$ cat src/rtl/msx_reload_seq_pkg.sv
// Shared types and constants for the MSX reload/reset sequencer.
package msx_reload_seq_pkg;

  // Sequencer states
  typedef enum logic [1:0] {
    ST_IDLE  = 2'd0,
    ST_HOLD  = 2'd1,
    ST_CLEAR = 2'd2,
    ST_TAIL  = 2'd3
  } state_t;

  localparam int         SRAM_MAX_KB = 32;
  localparam logic [7:0] SRAM_FILL   = 8'hFF;
  localparam int         ADDR_W      = 15;

  // Last byte address to clear for a given SRAM size in kB, clamped to
  // SRAM_MAX_KB. Only meaningful for a nonzero size.
  function automatic logic [ADDR_W-1:0] clear_last_addr(input logic [7:0] size_kb);
    logic [5:0] kb;
    kb = (size_kb > 8'(SRAM_MAX_KB)) ? 6'(SRAM_MAX_KB) : size_kb[5:0];
    return ADDR_W'({kb, 10'd0} - 16'd1);
  endfunction

endpackage

$ cat src/rtl/msx_reload_seq_if.sv
// SRAM clear write channel between the sequencer and the SDRAM arbiter.
interface msx_reload_seq_if;
  import msx_reload_seq_pkg::*;

  logic              mem_wr;
  logic [ADDR_W-1:0] mem_addr;
  logic [7:0]        mem_data;
  logic              mem_ack;

  modport master (output mem_wr, output mem_addr, output mem_data, input mem_ack);
  modport slave  (input mem_wr, input mem_addr, input mem_data, output mem_ack);
endinterface

$ cat src/rtl/msx_reload_seq.sv
// Holds the MSX core in reset while the configuration settles, clears the
// cartridge SRAM region to FF, then keeps reset asserted for a short tail.
module msx_reload_seq
  import msx_reload_seq_pkg::*;
#(
  parameter int HOLD_CYCLES = 16,
  parameter int TAIL_CYCLES = 8
) (
  input  logic       clk,
  input  logic       reset_n,
  input  logic       reload,
  input  logic [7:0] sram_size,
  output logic       msx_reset,
  output logic       busy,
  msx_reload_seq_if.master mem
);

  // One counter serves both HOLD and TAIL, so it is sized for the larger.
  localparam int CNT_MAX = (HOLD_CYCLES > TAIL_CYCLES) ? HOLD_CYCLES : TAIL_CYCLES;
  localparam int CNT_W   = $clog2(CNT_MAX + 1);
  localparam logic [CNT_W-1:0] HOLD_LAST = CNT_W'(HOLD_CYCLES - 1);
  localparam logic [CNT_W-1:0] TAIL_LAST = CNT_W'(TAIL_CYCLES - 1);

  state_t            state, state_nx;
  logic [CNT_W-1:0]  cnt, cnt_nx;
  logic [ADDR_W-1:0] addr, addr_nx;
  logic [ADDR_W-1:0] last_addr, last_nx;
  logic              wr_q, wr_nx;
  logic              rst_q, rst_nx;
  logic              busy_q, busy_nx;
  logic              hold_done;

  assign hold_done = !reload && (cnt == HOLD_LAST);

  // State, counter and registered outputs; reset lands in HOLD for power-up.
  always_ff @(posedge clk or negedge reset_n) begin
    if (!reset_n) begin
      state  <= ST_HOLD;
      cnt    <= '0;
      addr   <= '0;
      wr_q   <= 1'b0;
      rst_q  <= 1'b1;
      busy_q <= 1'b1;
    end else begin
      state  <= state_nx;
      cnt    <= cnt_nx;
      addr   <= addr_nx;
      wr_q   <= wr_nx;
      rst_q  <= rst_nx;
      busy_q <= busy_nx;
    end
  end

  // Clear end address is data only, captured when HOLD exits.
  always_ff @(posedge clk) begin
    last_addr <= last_nx;
  end

  // Next-state decision; reload always wins over a same-cycle ack.
  always_comb begin
    state_nx = state;
    unique case (state)
      ST_IDLE:  if (reload) state_nx = ST_HOLD;
      ST_HOLD:  if (hold_done) state_nx = (sram_size != 8'd0) ? ST_CLEAR : ST_TAIL;
      ST_CLEAR: begin
        if (reload)                                state_nx = ST_HOLD;
        else if (mem.mem_ack && addr == last_addr) state_nx = ST_TAIL;
      end
      ST_TAIL: begin
        if (reload)                state_nx = ST_HOLD;
        else if (cnt == TAIL_LAST) state_nx = ST_IDLE;
      end
      default: state_nx = ST_HOLD;
    endcase
  end

  // Counter, address and output values for the next cycle.
  always_comb begin
    cnt_nx  = cnt;
    addr_nx = addr;
    last_nx = last_addr;

    // Counter restarts on any state change or reload, runs in HOLD/TAIL.
    if (state_nx != state || reload)
      cnt_nx = '0;
    else if (state == ST_HOLD || state == ST_TAIL)
      cnt_nx = cnt + 1'b1;

    // Address parks at the final address after the last ack, never wraps.
    if (state_nx == ST_HOLD)
      addr_nx = '0;
    else if (state == ST_CLEAR && state_nx == ST_CLEAR && mem.mem_ack)
      addr_nx = addr + 1'b1;

    if (state == ST_HOLD && hold_done)
      last_nx = clear_last_addr(sram_size);

    wr_nx   = (state_nx == ST_CLEAR);
    rst_nx  = (state_nx != ST_IDLE);
    busy_nx = (state_nx != ST_IDLE);
  end

  assign msx_reset    = rst_q;
  assign busy         = busy_q;
  assign mem.mem_wr   = wr_q;
  assign mem.mem_addr = addr;
  assign mem.mem_data = SRAM_FILL;

endmodule

$ cat src/flat_wrapper.sv
// flat-port wrapper written by rule: the top's interface ports become plain ports
module msx_reload_seq_flat import msx_reload_seq_pkg::*;
#(
  parameter int HOLD_CYCLES = 16,
  parameter int TAIL_CYCLES = 8
)
  (clk, reset_n, reload, sram_size, msx_reset, busy, mem_mem_wr, mem_mem_addr, mem_mem_data, mem_mem_ack);
  msx_reload_seq_if mem_i ();
  input  logic clk;
  input  logic reset_n;
  input  logic reload;
  input  logic [7:0] sram_size;
  output logic msx_reset;
  output logic busy;
  output wire logic [$bits(mem_i.mem_wr)-1:0] mem_mem_wr;
  output wire logic [$bits(mem_i.mem_addr)-1:0] mem_mem_addr;
  output wire logic [$bits(mem_i.mem_data)-1:0] mem_mem_data;
  input wire logic [$bits(mem_i.mem_ack)-1:0] mem_mem_ack;
  assign mem_mem_wr = mem_i.mem_wr;
  assign mem_mem_addr = mem_i.mem_addr;
  assign mem_mem_data = mem_i.mem_data;
  assign mem_i.mem_ack = mem_mem_ack;
  msx_reload_seq #(.HOLD_CYCLES(HOLD_CYCLES), .TAIL_CYCLES(TAIL_CYCLES)) u_core (.clk(clk), .reset_n(reset_n), .reload(reload), .sram_size(sram_size), .msx_reset(msx_reset), .busy(busy), .mem(mem_i));
endmodule
$ cat config.mk
export PLATFORM = sky130hd
export DESIGN_NAME = msx_reload_seq_flat
export DESIGN_NICKNAME = d
export VERILOG_FILES = /design/src/rtl/msx_reload_seq_pkg.sv /design/src/rtl/msx_reload_seq_if.sv /design/src/rtl/msx_reload_seq.sv /design/src/flat_wrapper.sv
export SDC_FILE = /design/constraint.sdc
export NUM_CORES = 1
export LEC_CHECK = 0
export CAP_MARGIN = 20
export CORE_UTILIZATION = 50
export DETAILED_ROUTE_END_ITERATION = 10
export PLACE_DENSITY = 0.75
export SLEW_MARGIN = 20
export SYNTH_ARGS = -nofsm -noshare
export SYNTH_HDL_FRONTEND = slang
export SYNTH_SLANG_ARGS = --single-unit
$ cat constraint.sdc
create_clock -name clk -period 2.3 [get_ports clk]
set_input_delay 0.46 -clock clk [delete_from_list [all_inputs] [get_ports clk]]
set_output_delay 0.46 -clock clk [all_outputs]
set_load 0.05 [all_outputs]
==> reports/metrics.csv <==
metric;value;unit
status;finished, final reports clean;
CP cell instances;clkdlybuf4s50_1;
routability cong.;0.822;
gr ovfl total;0;
number of DRC markers in iteration 0;68;
period utilisation layout;92.0;%
largest net degree at the start of global routing;25;
Post-synth EDFFs;5;
Clk Latency, worst-skew pair;330;ps
Distinct cells, synth;48;
Clock transition at path regs;90;ps
synth warn;0;
Die ar.;3730;sq um
prevailing post-synth register cell;dfrtp_1;
met1 Use GR;25.8;%
final antenna-violating net count;0;
Post-DP HPWL;2.74;mm
Ports;38;
area grow syn2layout;20.9;%
startpoint types;flip-flop;
Die X;61.1;um
maximum VDD drop;0.000305;V
RSZ-0062 raised after global routing;false;
leak pwr;0.817;nW
Post-Route WL;3.70;mm
Worst Max-Slew Pin Slew;512;ps
root buf cell;clkbuf_4;
Post-CTS Setup Bufs;0;
Synth top area share;31.5;%
area leader, netlist;dfrtp_1;
Initial DRT Pass Iterations;4;
Crit path buffers/inverters;1;
power consumption;982;uW
minimum clock period;2120;ps
Fin. Hold Viols;0;
placed cells;252;
Crit. End Element;primary output;
Clock Sinks;29;
CP delay by family, top;buffers and inverters;
Finished Core Util;63.3;%
synth top area cells;dfrtp_1 32%, edfxtp_1 8.6%, buf_4 4.7%;
met3 usage;6.51;%
hold slack;479;ps
Max Root-Sink Buffers;2;
fmax;0.472;GHz
Critical Path Fanout Max;6;
list of most frequent post-synthesis cells;22 x dfrtp_1, 17 x nand2_1, 14 x a21oi_1, 11 x buf_4, 11 x nand3_1;
r2r setup slk;240;ps
Non-Filler Instances;260;
total negative slack;0;ps
CTS tree;done;
post_cts resized;0;
vias in the first global route;1307;
Total GRT Usage;22.3;%
Pwr Density;465;nW/um^2
die outline height;61.1;um
wire length of the first global-routing pass;5.85;mm
slowest CP cell;clkdlybuf4s50_1;
via count;1454;
share of cells above drive strength 1;10.7;%
Yosys reg bits;29;
Critical Path AT;1660;ps
core area;3340;sq um
Initial Utilization;52.3;%
Max-Cap Viols;0;
Global Route met2 Usage;38.0;%
port bufs;29;
hold crit path type;in -> async;
Worst slew margin;65.8;%
GR peak layer;met2;
CTS H-tree lvls;2;
sequential element share of the synthesized area;43.1;%
endpoints failing setup;0;
Critical Path Stages;1;
count leader, synth;dfrtp_1;
worst r2r path cells;6;
mapped cell area;1750;sq um
DRC;0;
CTS buffer count;5;
count of pins over their slew limit;0;
ant diodes;0;
skew final;7.31;ps
Vias/cell;5.59;
slowest cell delay on critical path;850;ps
Async S/R FF share, synth;82.8;%
Syn Area/Cell;9.70;sq um
Crit Path Class;reg -> out;
Cell Rows;21;
count of hold-fix buffers inserted at cts;0;
WP data required;1840;ps
initial antenna violation count;0;
Wirelength per Cell;14.2;um
fin nets;229;
gate count of the mapped netlist;180;
## flip-flops by register name, summed over array words and instances (netlist names)
name and count:
u_core.mem.mem_addr 15, u_core.state 2, u_core.mem.mem_wr 1, u_core.cnt 5, u_core.last_addr 5, u_core.msx_reset 1
## final cells by class
type / instances / area, sq um
clock buffers: 7 / 65.1
clock inverters: 1 / 5.00
fillers: 287 / 1220
inverters: 6 / 22.5
multi-input cells: 136 / 873
flip-flops and latches: 29 / 753
well taps: 46 / 57.6
repair buffers: 35 / 335
## where the power goes
group | switching, mW | total (mW) | internal (mW)
registers | 0.00396 | 0.530 | 0.526
clock network | 0.184 | 0.361 | 0.177
logic | 0.0590 | 0.0914 | 0.0324
total | 0.247 | 0.982 | 0.735
## placed cells by master, fill, tap and decap left out, types with 7 or more instances in the layout
cell type	Yosys	routed
conb_1	1	8
nand3_1	11	11
nand2_1	17	17
clkdlybuf4s50_1	0	29
dfrtp_1	22	22
o21ai_0	7	7
or3_1	7	7
a21oi_1	14	14
## logic make-up (layout without fill, tap and decap cells)
group,Yosys count,count (layout),synth area share [%]
simple gates,69,69,23.5
xor+xnor,9,9,4.51
fa+ha+maj,4,4,2.87
other cells,1,8,0.215
mux,2,2,1.22
compound gates,44,44,16.2
buf+inv,22,49,8.38
flops,29,29,43.1
## stage by stage
step	setup slack, ps	area (sq um)
2_1_floorplan	323	1770
3_3_place_gp	154	2040
3_5_place_dp	50.4	2040
4_1_cts	164	2110
5_1_grt	114	2110
6_report	183	2110
## metal layers
layer  routed length, um  vias to the layer above
met5                   0                        -
met2                1950                       42
met1                1520                      700
met4                  49                        0
met3                 174                        4
li1                    -                      708
## worst paths after layout
check,startpoint,to
worst max-delay path,u_core.mem.mem_addr[10]$_DFFE_PN0P_,mem_mem_addr[10]
worst min-delay path,reset_n,u_core.mem.mem_addr[9]$_DFFE_PN0P_
worst max register to register,u_core.cnt[1]$_DFFE_PN0P_,u_core.last_addr[14]$_DFFE_PP_
worst min register to register,u_core.mem.mem_addr[4]$_DFFE_PN0P_,u_core.mem.mem_addr[4]$_DFFE_PN0P_
max in group asynchronous,reset_n,u_core.msx_reset$_DFF_PN1_
min in group clk,u_core.mem.mem_addr[4]$_DFFE_PN0P_,u_core.mem.mem_addr[4]$_DFFE_PN0P_
No activity file was read; power rests on OpenSTA's default activity.
